File: src/rtl/ram_copy_pkg.sv
// Shared types and defaults for the RAM block-copy engine.
package ram_copy_pkg;
  localparam int unsigned DEF_ADDR_W = 14;
  localparam int unsigned DEF_DATA_W = 16;
  localparam logic [DEF_ADDR_W-1:0] ADDR_MASK = '1;

  typedef enum logic [1:0] {IDLE, READ, WRITE, DONE} state_e;
endpackage

File: src/rtl/ram_copy_ptr.sv
// Loadable address pointer that increments modulo 2**ADDR_W.
// Exposes the next-cycle value so the owner can register outputs from it.
module ram_copy_ptr
  import ram_copy_pkg::*;
#(
  parameter int unsigned ADDR_W = DEF_ADDR_W
) (
  input  logic              clk,
  input  logic              rst,
  input  logic              load,
  input  logic [ADDR_W-1:0] load_val,
  input  logic              inc,
  output logic [ADDR_W-1:0] ptr_next
);
  logic [ADDR_W-1:0] ptr_q, ptr_d;

  always_comb begin
    ptr_d = ptr_q;
    if (load)
      ptr_d = load_val;
    else if (inc)
      ptr_d = ptr_q + 1'b1;
  end

  always_ff @(posedge clk or posedge rst) begin
    if (rst)
      ptr_q <= '0;
    else
      ptr_q <= ptr_d;
  end

  assign ptr_next = ptr_d;
endmodule

File: src/rtl/ram_copy_engine.sv
// Word-by-word copy engine driving a Hack-style RAM port (two cycles per word).
// Define RAM_COPY_FILL_EN to add a 1 word/cycle fill mode selected by fill_mode.
module ram_copy_engine
  import ram_copy_pkg::*;
#(
  parameter int unsigned ADDR_W = DEF_ADDR_W,
  parameter int unsigned DATA_W = DEF_DATA_W
) (
  input  logic              CLK,
  input  logic              reset,
  input  logic              start,
  input  logic [ADDR_W-1:0] src,
  input  logic [ADDR_W-1:0] dst,
  input  logic [ADDR_W-1:0] len,
  input  logic              fill_mode,
  input  logic [DATA_W-1:0] fill_value,
  output logic              busy,
  output logic              done,
  output logic [ADDR_W-1:0] mem_address,
  output logic [DATA_W-1:0] mem_in,
  output logic              mem_load,
  input  logic [DATA_W-1:0] mem_out
);
  state_e            state_q, state_d;
  logic [ADDR_W-1:0] remaining_q, remaining_d;
  logic [DATA_W-1:0] data_q, data_d;
  logic              busy_q, busy_d;
  logic              done_q, done_d;
  logic [ADDR_W-1:0] addr_q, addr_d;
  logic [DATA_W-1:0] wdata_q, wdata_d;
  logic              load_q, load_d;

  logic              accept, step;
  logic [ADDR_W-1:0] src_next, dst_next;
  logic              fill_sel_d;
  logic [DATA_W-1:0] fill_d;

  assign accept = (state_q == IDLE) && start;
  assign step   = (state_q == WRITE);

  ram_copy_ptr #(.ADDR_W(ADDR_W)) u_src_ptr (
    .clk      (CLK),
    .rst      (reset),
    .load     (accept),
    .load_val (src),
    .inc      (step),
    .ptr_next (src_next)
  );

  ram_copy_ptr #(.ADDR_W(ADDR_W)) u_dst_ptr (
    .clk      (CLK),
    .rst      (reset),
    .load     (accept),
    .load_val (dst),
    .inc      (step),
    .ptr_next (dst_next)
  );

`ifdef RAM_COPY_FILL_EN
  logic              fill_sel_q;
  logic [DATA_W-1:0] fill_q;

  always_comb begin
    fill_sel_d = fill_sel_q;
    fill_d     = fill_q;
    if (accept) begin
      fill_sel_d = fill_mode;
      fill_d     = fill_value;
    end
  end

  always_ff @(posedge CLK or posedge reset) begin
    if (reset) begin
      fill_sel_q <= 1'b0;
      fill_q     <= '0;
    end else begin
      fill_sel_q <= fill_sel_d;
      fill_q     <= fill_d;
    end
  end
`else
  logic unused_fill;
  assign fill_sel_d  = 1'b0;
  assign fill_d      = '0;
  assign unused_fill = ^{fill_mode, fill_value};
`endif

  always_comb begin
    state_d     = state_q;
    remaining_d = remaining_q;
    data_d      = data_q;
    unique case (state_q)
      IDLE: begin
        if (start) begin
          remaining_d = len;
          if (len == '0)
            state_d = DONE;
          else if (fill_sel_d)
            state_d = WRITE;
          else
            state_d = READ;
        end
      end
      READ: begin
        data_d  = mem_out;
        state_d = WRITE;
      end
      WRITE: begin
        remaining_d = remaining_q - 1'b1;
        if (remaining_q == ADDR_W'(1))
          state_d = DONE;
        else if (fill_sel_d)
          state_d = WRITE;
        else
          state_d = READ;
      end
      DONE: state_d = IDLE;
      default: state_d = IDLE;
    endcase

    // Outputs are registered, so they are decoded from the next state and next pointers.
    busy_d  = (state_d == READ) || (state_d == WRITE);
    done_d  = (state_d == DONE);
    load_d  = (state_d == WRITE);
    addr_d  = '0;
    wdata_d = '0;
    if (state_d == READ) begin
      addr_d = src_next;
    end else if (state_d == WRITE) begin
      addr_d  = dst_next;
      wdata_d = fill_sel_d ? fill_d : data_d;
    end
  end

  always_ff @(posedge CLK or posedge reset) begin
    if (reset) begin
      state_q     <= IDLE;
      remaining_q <= '0;
      data_q      <= '0;
      busy_q      <= 1'b0;
      done_q      <= 1'b0;
      addr_q      <= '0;
      wdata_q     <= '0;
      load_q      <= 1'b0;
    end else begin
      state_q     <= state_d;
      remaining_q <= remaining_d;
      data_q      <= data_d;
      busy_q      <= busy_d;
      done_q      <= done_d;
      addr_q      <= addr_d;
      wdata_q     <= wdata_d;
      load_q      <= load_d;
    end
  end

  assign busy        = busy_q;
  assign done        = done_q;
  assign mem_address = addr_q;
  assign mem_in      = wdata_q;
  assign mem_load    = load_q;
endmodule

File: config.mk
export PLATFORM = sky130hd
export DESIGN_NAME = ram_copy_engine
export DESIGN_NICKNAME = d
export VERILOG_FILES = /design/src/rtl/ram_copy_pkg.sv /design/src/rtl/ram_copy_ptr.sv /design/src/rtl/ram_copy_engine.sv
export SDC_FILE = /design/constraint.sdc
export NUM_CORES = 1
export LEC_CHECK = 0
export BUFFER_PORTS_ARGS = -buffer_cell sky130_fd_sc_hd__buf_4
export CORE_MARGIN = 1
export CORE_UTILIZATION = 43
export DETAILED_ROUTE_END_ITERATION = 12
export PLACE_DENSITY = 0.69
export SLEW_MARGIN = 30
export SYNTH_ARGS = -nofsm -noshare
export SYNTH_HDL_FRONTEND = slang
export SYNTH_SLANG_ARGS = --single-unit
export TNS_END_PERCENT = 1
File: constraint.sdc
create_clock -name CLK -period 7.7 [get_ports CLK]
set_input_delay 1.925 -clock CLK [delete_from_list [all_inputs] [get_ports CLK]]
set_output_delay 1.925 -clock CLK [all_outputs]
set_load 0.01 [all_outputs]
==> results of run 1 <==
## state kept, by name, indices dropped and copies added (netlist names)
signal,count
u_src_ptr.ptr_q,14
done,1
state_q,2
remaining_q,14
mem_address,14
u_dst_ptr.ptr_q,14
mem_load,1
busy,1
mem_in,16
## routing by layer
layer	share of wire	GRT usage
met5	0	0
met2	0.50	0.3633
met1	0.44	0.2853
met3	0.045	0.03945
met4	0.015	0.08965
## power breakdown
part | switching (mW) | internal (mW) | leakage, nW | total [mW]
registers | 0.137 | 0.552 | 0.901 | 0.689
clock network | 0.151 | 0.191 | 0.112 | 0.341
logic | 0.243 | 0.251 | 1.12 | 0.493
total | 0.530 | 0.993 | 2.13 | 1.52
## final timing paths
check / from / end / slack [ns] / cells past startpoint
min in group asynchronous: reset / state_q[0] / 1.76 / 3
max reg2reg: state_q[0] / mem_address[2] / 4.79 / 5
max: start / mem_address[10] / 4.20 / 6
min: remaining_q[7] / remaining_q[7] / 0.54 / 1
min reg2reg: remaining_q[7] / remaining_q[7] / 0.54 / 1
max in group asynchronous: reset / u_dst_ptr.ptr_q[11] / 5.48 / 3
## layout by cell type (no fill, tap or decap), types with 2 or more instances in the layout
cell type	Yosys	layout
a21o_1	3	3
a21oi_1	25	25
a32o_1	7	7
and3_1	19	19
and4_1	2	2
buf_4	2	94
bufinv_16	0	2
clkbuf_8	0	10
clkinv_2	0	2
dfrtp_1	77	77
ha_1	4	4
inv_1	13	12
inv_2	4	5
mux2i_1	7	7
nand2_1	38	38
nand2b_1	2	2
nand3_1	12	11
nand3b_1	2	2
nand4_1	6	6
nand4b_1	3	3
nor2_1	27	27
nor2b_1	3	3
nor3_1	9	9
nor4_1	8	8
o21a_1	7	7
o21ai_0	7	7
o21ai_1	11	11
o22a_1	4	4
o22ai_1	18	18
o32ai_1	6	6
or3_1	3	3
xnor2_1	8	8
xor2_1	11	11
## area by class of cell
class | count | share of cell area
clock buffers | 10 | 0.02936
clock inverters | 6 | 0.01842
inverters | 17 | 0.01361
multi-input cells | 262 | 0.3465
flip-flops and latches | 77 | 0.4111
well taps | 105 | 0.02803
repair buffers | 95 | 0.1530
## kinds of logic (layout without fill, tap and decap cells)
| group | Yosys count | after routing | synth area share |
|---|---|---|---|
| compound gates | 93 | 93 | 0.1622 |
| xor+xnor | 19 | 19 | 0.04493 |
| fa+ha+maj | 4 | 4 | 0.01351 |
| buf+inv | 38 | 128 | 0.04391 |
| flops | 77 | 77 | 0.5203 |
| mux | 7 | 7 | 0.01892 |
| simple gates | 139 | 139 | 0.1963 |
## metrics by stage
stage	util	instances	cell area [um^2]
after global placement	0.5394	556	4454
final	0.5676	572	4687
after floorplan	-	377	3704
after CTS	0.5665	572	4678
after global routing	0.5676	572	4687
after detailed placement	0.5394	556	4454
==> reports/metrics.cfg, run 1 <==
[cells_and_area]
antennaDiodeCount=0
area_growth_syn_to_layout_pct=26.55
multi_input_area_um2=1624
register_area_um2=1927
nets=544
drive_above_1_share=0.2612
nFillCells=747

[place]
gp_congestion=0.8375
hpwl_um=6481
io_buffers=93
place_ws_ns=3.488

[worst_hold_path]
hold_class=flop to flop

[yosys]
yosysTopAreaCell=dfrtp_1
synth.avg_cell_area_um2=9.824
ys_ff_latch=77
synth_commonest_cells=dfrtp_1, nand2_1, nor2_1, a21oi_1, and3_1
synth_edf_count=0
ys_seq_area_frac=0.5203
netlist_instances=377
synth_top_area_share=0.5203
synth-main-ff-cell=dfrtp_1
syn_nets=459
synthesis.area_um2=3704
synth.area.top_cells=dfrtp_1, nand2_1, a21oi_1
synth_most_common_cell=dfrtp_1
yosys_warnings=0
async_flop_share=1.000
yosys.cell_types.count=44

[timing]
layout_setup_ws_ns=4.197
fmax_mhz=285.5
rsz0062_at_grt=false
finalSetupViolCount=0
skew_ns=0.01089
final_hold_viol_count=0
worstMarginPinSlew_ns=0.9124
fin_crit_ns=3.503
period_share=0.4549
relSlewSlack=0.3905
tns_ns=0
hold_ws_ns=0.5444
slew_violations=0

[cts]
clock_sinks=77
cts_setup_buffers=0
cts_buffer_depth=2
ctsHtreeMaxLevel=3
cts_inserted_buffers=9
clkTransAtPathRegs_ns=0.08
hold_buffers=0
clk_latency_ns=0.36
root_buffer=clkbuf_8
cts_tree=done
ctsResizeCount=0

[drt]
wl_per_cell_um=16.14
num_vias=3166
postRouteAntennaNets=0
drt_iter0_drc=227
viasPerCell=5.535
remaining_drc_errors=0
drt_pass1_iterations=4
routed_wl_um=9234

[worst_setup_path]
crit_arrival_ns=3.75
crit_path_end_kind=flop
crit_path_frequent_cell=nand2_1
worstSetupPathType=primary input to flop
crit_required_ns=7.95
path_buf_inv=1
path_cells=buf_4 -> nand2b_1 -> nand2_1 -> o21a_1 -> nand2_1 -> o32ai_1
cp_top_family=simple AND/OR/NAND/NOR gates
critPathLaunchType=primary input
crit_slowest_cell=nand2_1
worst-path-max-fanout=15
max_stage_delay_ns=0.57

[power_and_ir_drop]
power_density_nw_per_um2=324.9
power_mw=1.523
ir_drop_mv=0.1225
p_leak_nw=2.134

[global_route]
overflow=0
grt_max_degree=78
grt_use_total=0.2203
antenna_found_initial=0
grt_pass1_vias=3085
grt_pass1_wl_um=15000

[die]
fp.dieW_um=94.81
die_y_um=94.81
core_area_um2=8258
rows=33
pin_count=111
initial_core_util=0.4485
fp.dieArea_um2=8988

[status]
status=completed

[job]
cap_viol_max_count=0

Power figures use the tool's default switching activity.
==> inputs of run 2 (changes only) <==
Settings changed: PLACE_DENSITY 0.69 to 0.71.
Clock period 7.7 ns to 2.9 ns, I/O delays scaled along.
==> run 2 against run 1 <==
  * Critical path depth is 1 lower
  * Clock-buffer cell count is 1 lower
  * Sequential power grew to 2.7 times the previous value
  * First-iteration DRC count is 28% lower
==> reports/metrics.cfg, run 2 (same netlist as run 1, synthesis figures left out) <==
[drt]
postRouteAntennaNets=0
remaining_drc_errors=0
drt_iter0_drc=164
viasPerCell=5.579
num_vias=3230
wl_per_cell_um=16.50
routed_wl_um=9556
drt_pass1_iterations=4

[global_route]
antenna_found_initial=0
grt_use_total=0.2276
grt_pass1_wl_um=15470
grt_max_degree=52
overflow=0
grt_pass1_vias=3139

[worst_setup_path]
r2r-start=remaining_q[8]
r2r-end=remaining_q[12]
crit_required_ns=3.18
reg2reg_slack_ns=0.83
max_stage_delay_ns=0.57
critPathLaunchType=flop
cp_top_family=simple AND/OR/NAND/NOR gates
path_buf_inv=0
path_cells=or4_4 -> or4b_4 -> nor4_4 -> mux2i_1 -> a21o_1
rr_worst_depth=5
worst-path-max-fanout=6
worstSetupPathType=flop to flop
crit_path_end_kind=flop
crit_slowest_cell=or4b_4
crit_arrival_ns=2.36

[die]
fp.dieArea_um2=8988
initial_core_util=0.4485
rows=33
die_y_um=94.81
fp.dieW_um=94.81
pin_count=111
core_area_um2=8258

[timing]
finalSetupViolCount=0
fmax_mhz=482.1
skew_ns=0.004982
fin_crit_ns=2.074
relSlewSlack=0.5891
tns_ns=0
slew_violations=0
final_hold_viol_count=0
worstMarginPinSlew_ns=0.6116
rsz0062_at_grt=false
period_share=0.7153

[power_and_ir_drop]
power_mw=4.133
power_density_nw_per_um2=865.3
ir_drop_mv=0.4277
p_leak_nw=2.173

[cts]
cts_buffer_depth=2
clock_sinks=77
root_buffer=clkbuf_8
cts_inserted_buffers=9
clk_latency_ns=0.34
hold_buffers=0
clkTransAtPathRegs_ns=0.08
ctsResizeCount=0
cts_tree=done
cts_setup_buffers=0
ctsHtreeMaxLevel=3

[cells_and_area]
final_cells=579
antennaDiodeCount=0
area_growth_syn_to_layout_pct=28.95
drive_above_1_share=0.2700
layout_commonest_cell=buf_4
largest_reg_flops=16
nets=552
layout_common_cells=buf_4, dfrtp_1, nand2_1

[place]
hpwl_um=6777
io_buffers=93
placed_cells=564
gp_congestion=0.8577

[status]
status=completed

[job]
cap_viol_max_count=0

[worst_hold_path]
hold_class=primary input to async pin

## run 2: worst max path at each step
stage                        start               to  depth (start not counted)
floorplan                    reset             busy                          1
global placement           len[12]   mem_address[5]                          6
detailed placement         len[12]   mem_address[2]                          6
CTS                 remaining_q[8]  remaining_q[12]                          5
global route            state_q[1]   mem_address[9]                          5
finish              remaining_q[8]  remaining_q[12]                          5
## run 2: cell type report
class                           instances  area (um^2)
Clock buffer                            9        123.9
Fill cell                             717         3482
Tap cell                              105        131.4
Inverter                               17        63.81
Multi-Input combinational cell        262         1619
Clock inverter                          6        112.6
Timing Repair Buffer                  103        798.3
Sequential cell                        77         1927
## run 2: where the power goes
group,total [mW],internal [mW],switching [mW],leakage [nW]
registers,1.84,1.46,0.380,0.901
clock network,0.950,0.566,0.383,0.108
logic,1.34,0.673,0.666,1.16
## run 2: layer usage
| layer | GRT usage | up-vias | wire length (um) |
|---|---|---|---|
| li1 | - | 1544 | - |
| met2 | 0.3747 | 91 | 4868 |
| met4 | 0.06944 | 0 | 97 |
| met1 | 0.3012 | 1584 | 4152 |
| met5 | 0 | - | 0 |
| met3 | 0.04750 | 11 | 437 |
## run 2: stage by stage
stage / util / area, um^2 / hold WS (ns) / setup slack, ns
after global placement: 0.5497 / 4539 / 0.5163 / 0.5568
after floorplan: - / 3704 / 0.4909 / 0.2083
final: 0.5783 / 4776 / 0.4533 / 0.8255
after detailed placement: 0.5497 / 4539 / 0.5343 / 0.5329
after global routing: 0.5783 / 4776 / 0.4867 / 0.6582
after CTS: 0.5783 / 4776 / 0.4622 / 0.8236
## run 2: worst reg2reg max path: stages (launching register included)
cell	delay [ns]
dfrtp_1	0.43
or4_4	0.55
or4b_4	0.57
nor4_4	0.17
mux2i_1	0.21
a21o_1	0.09
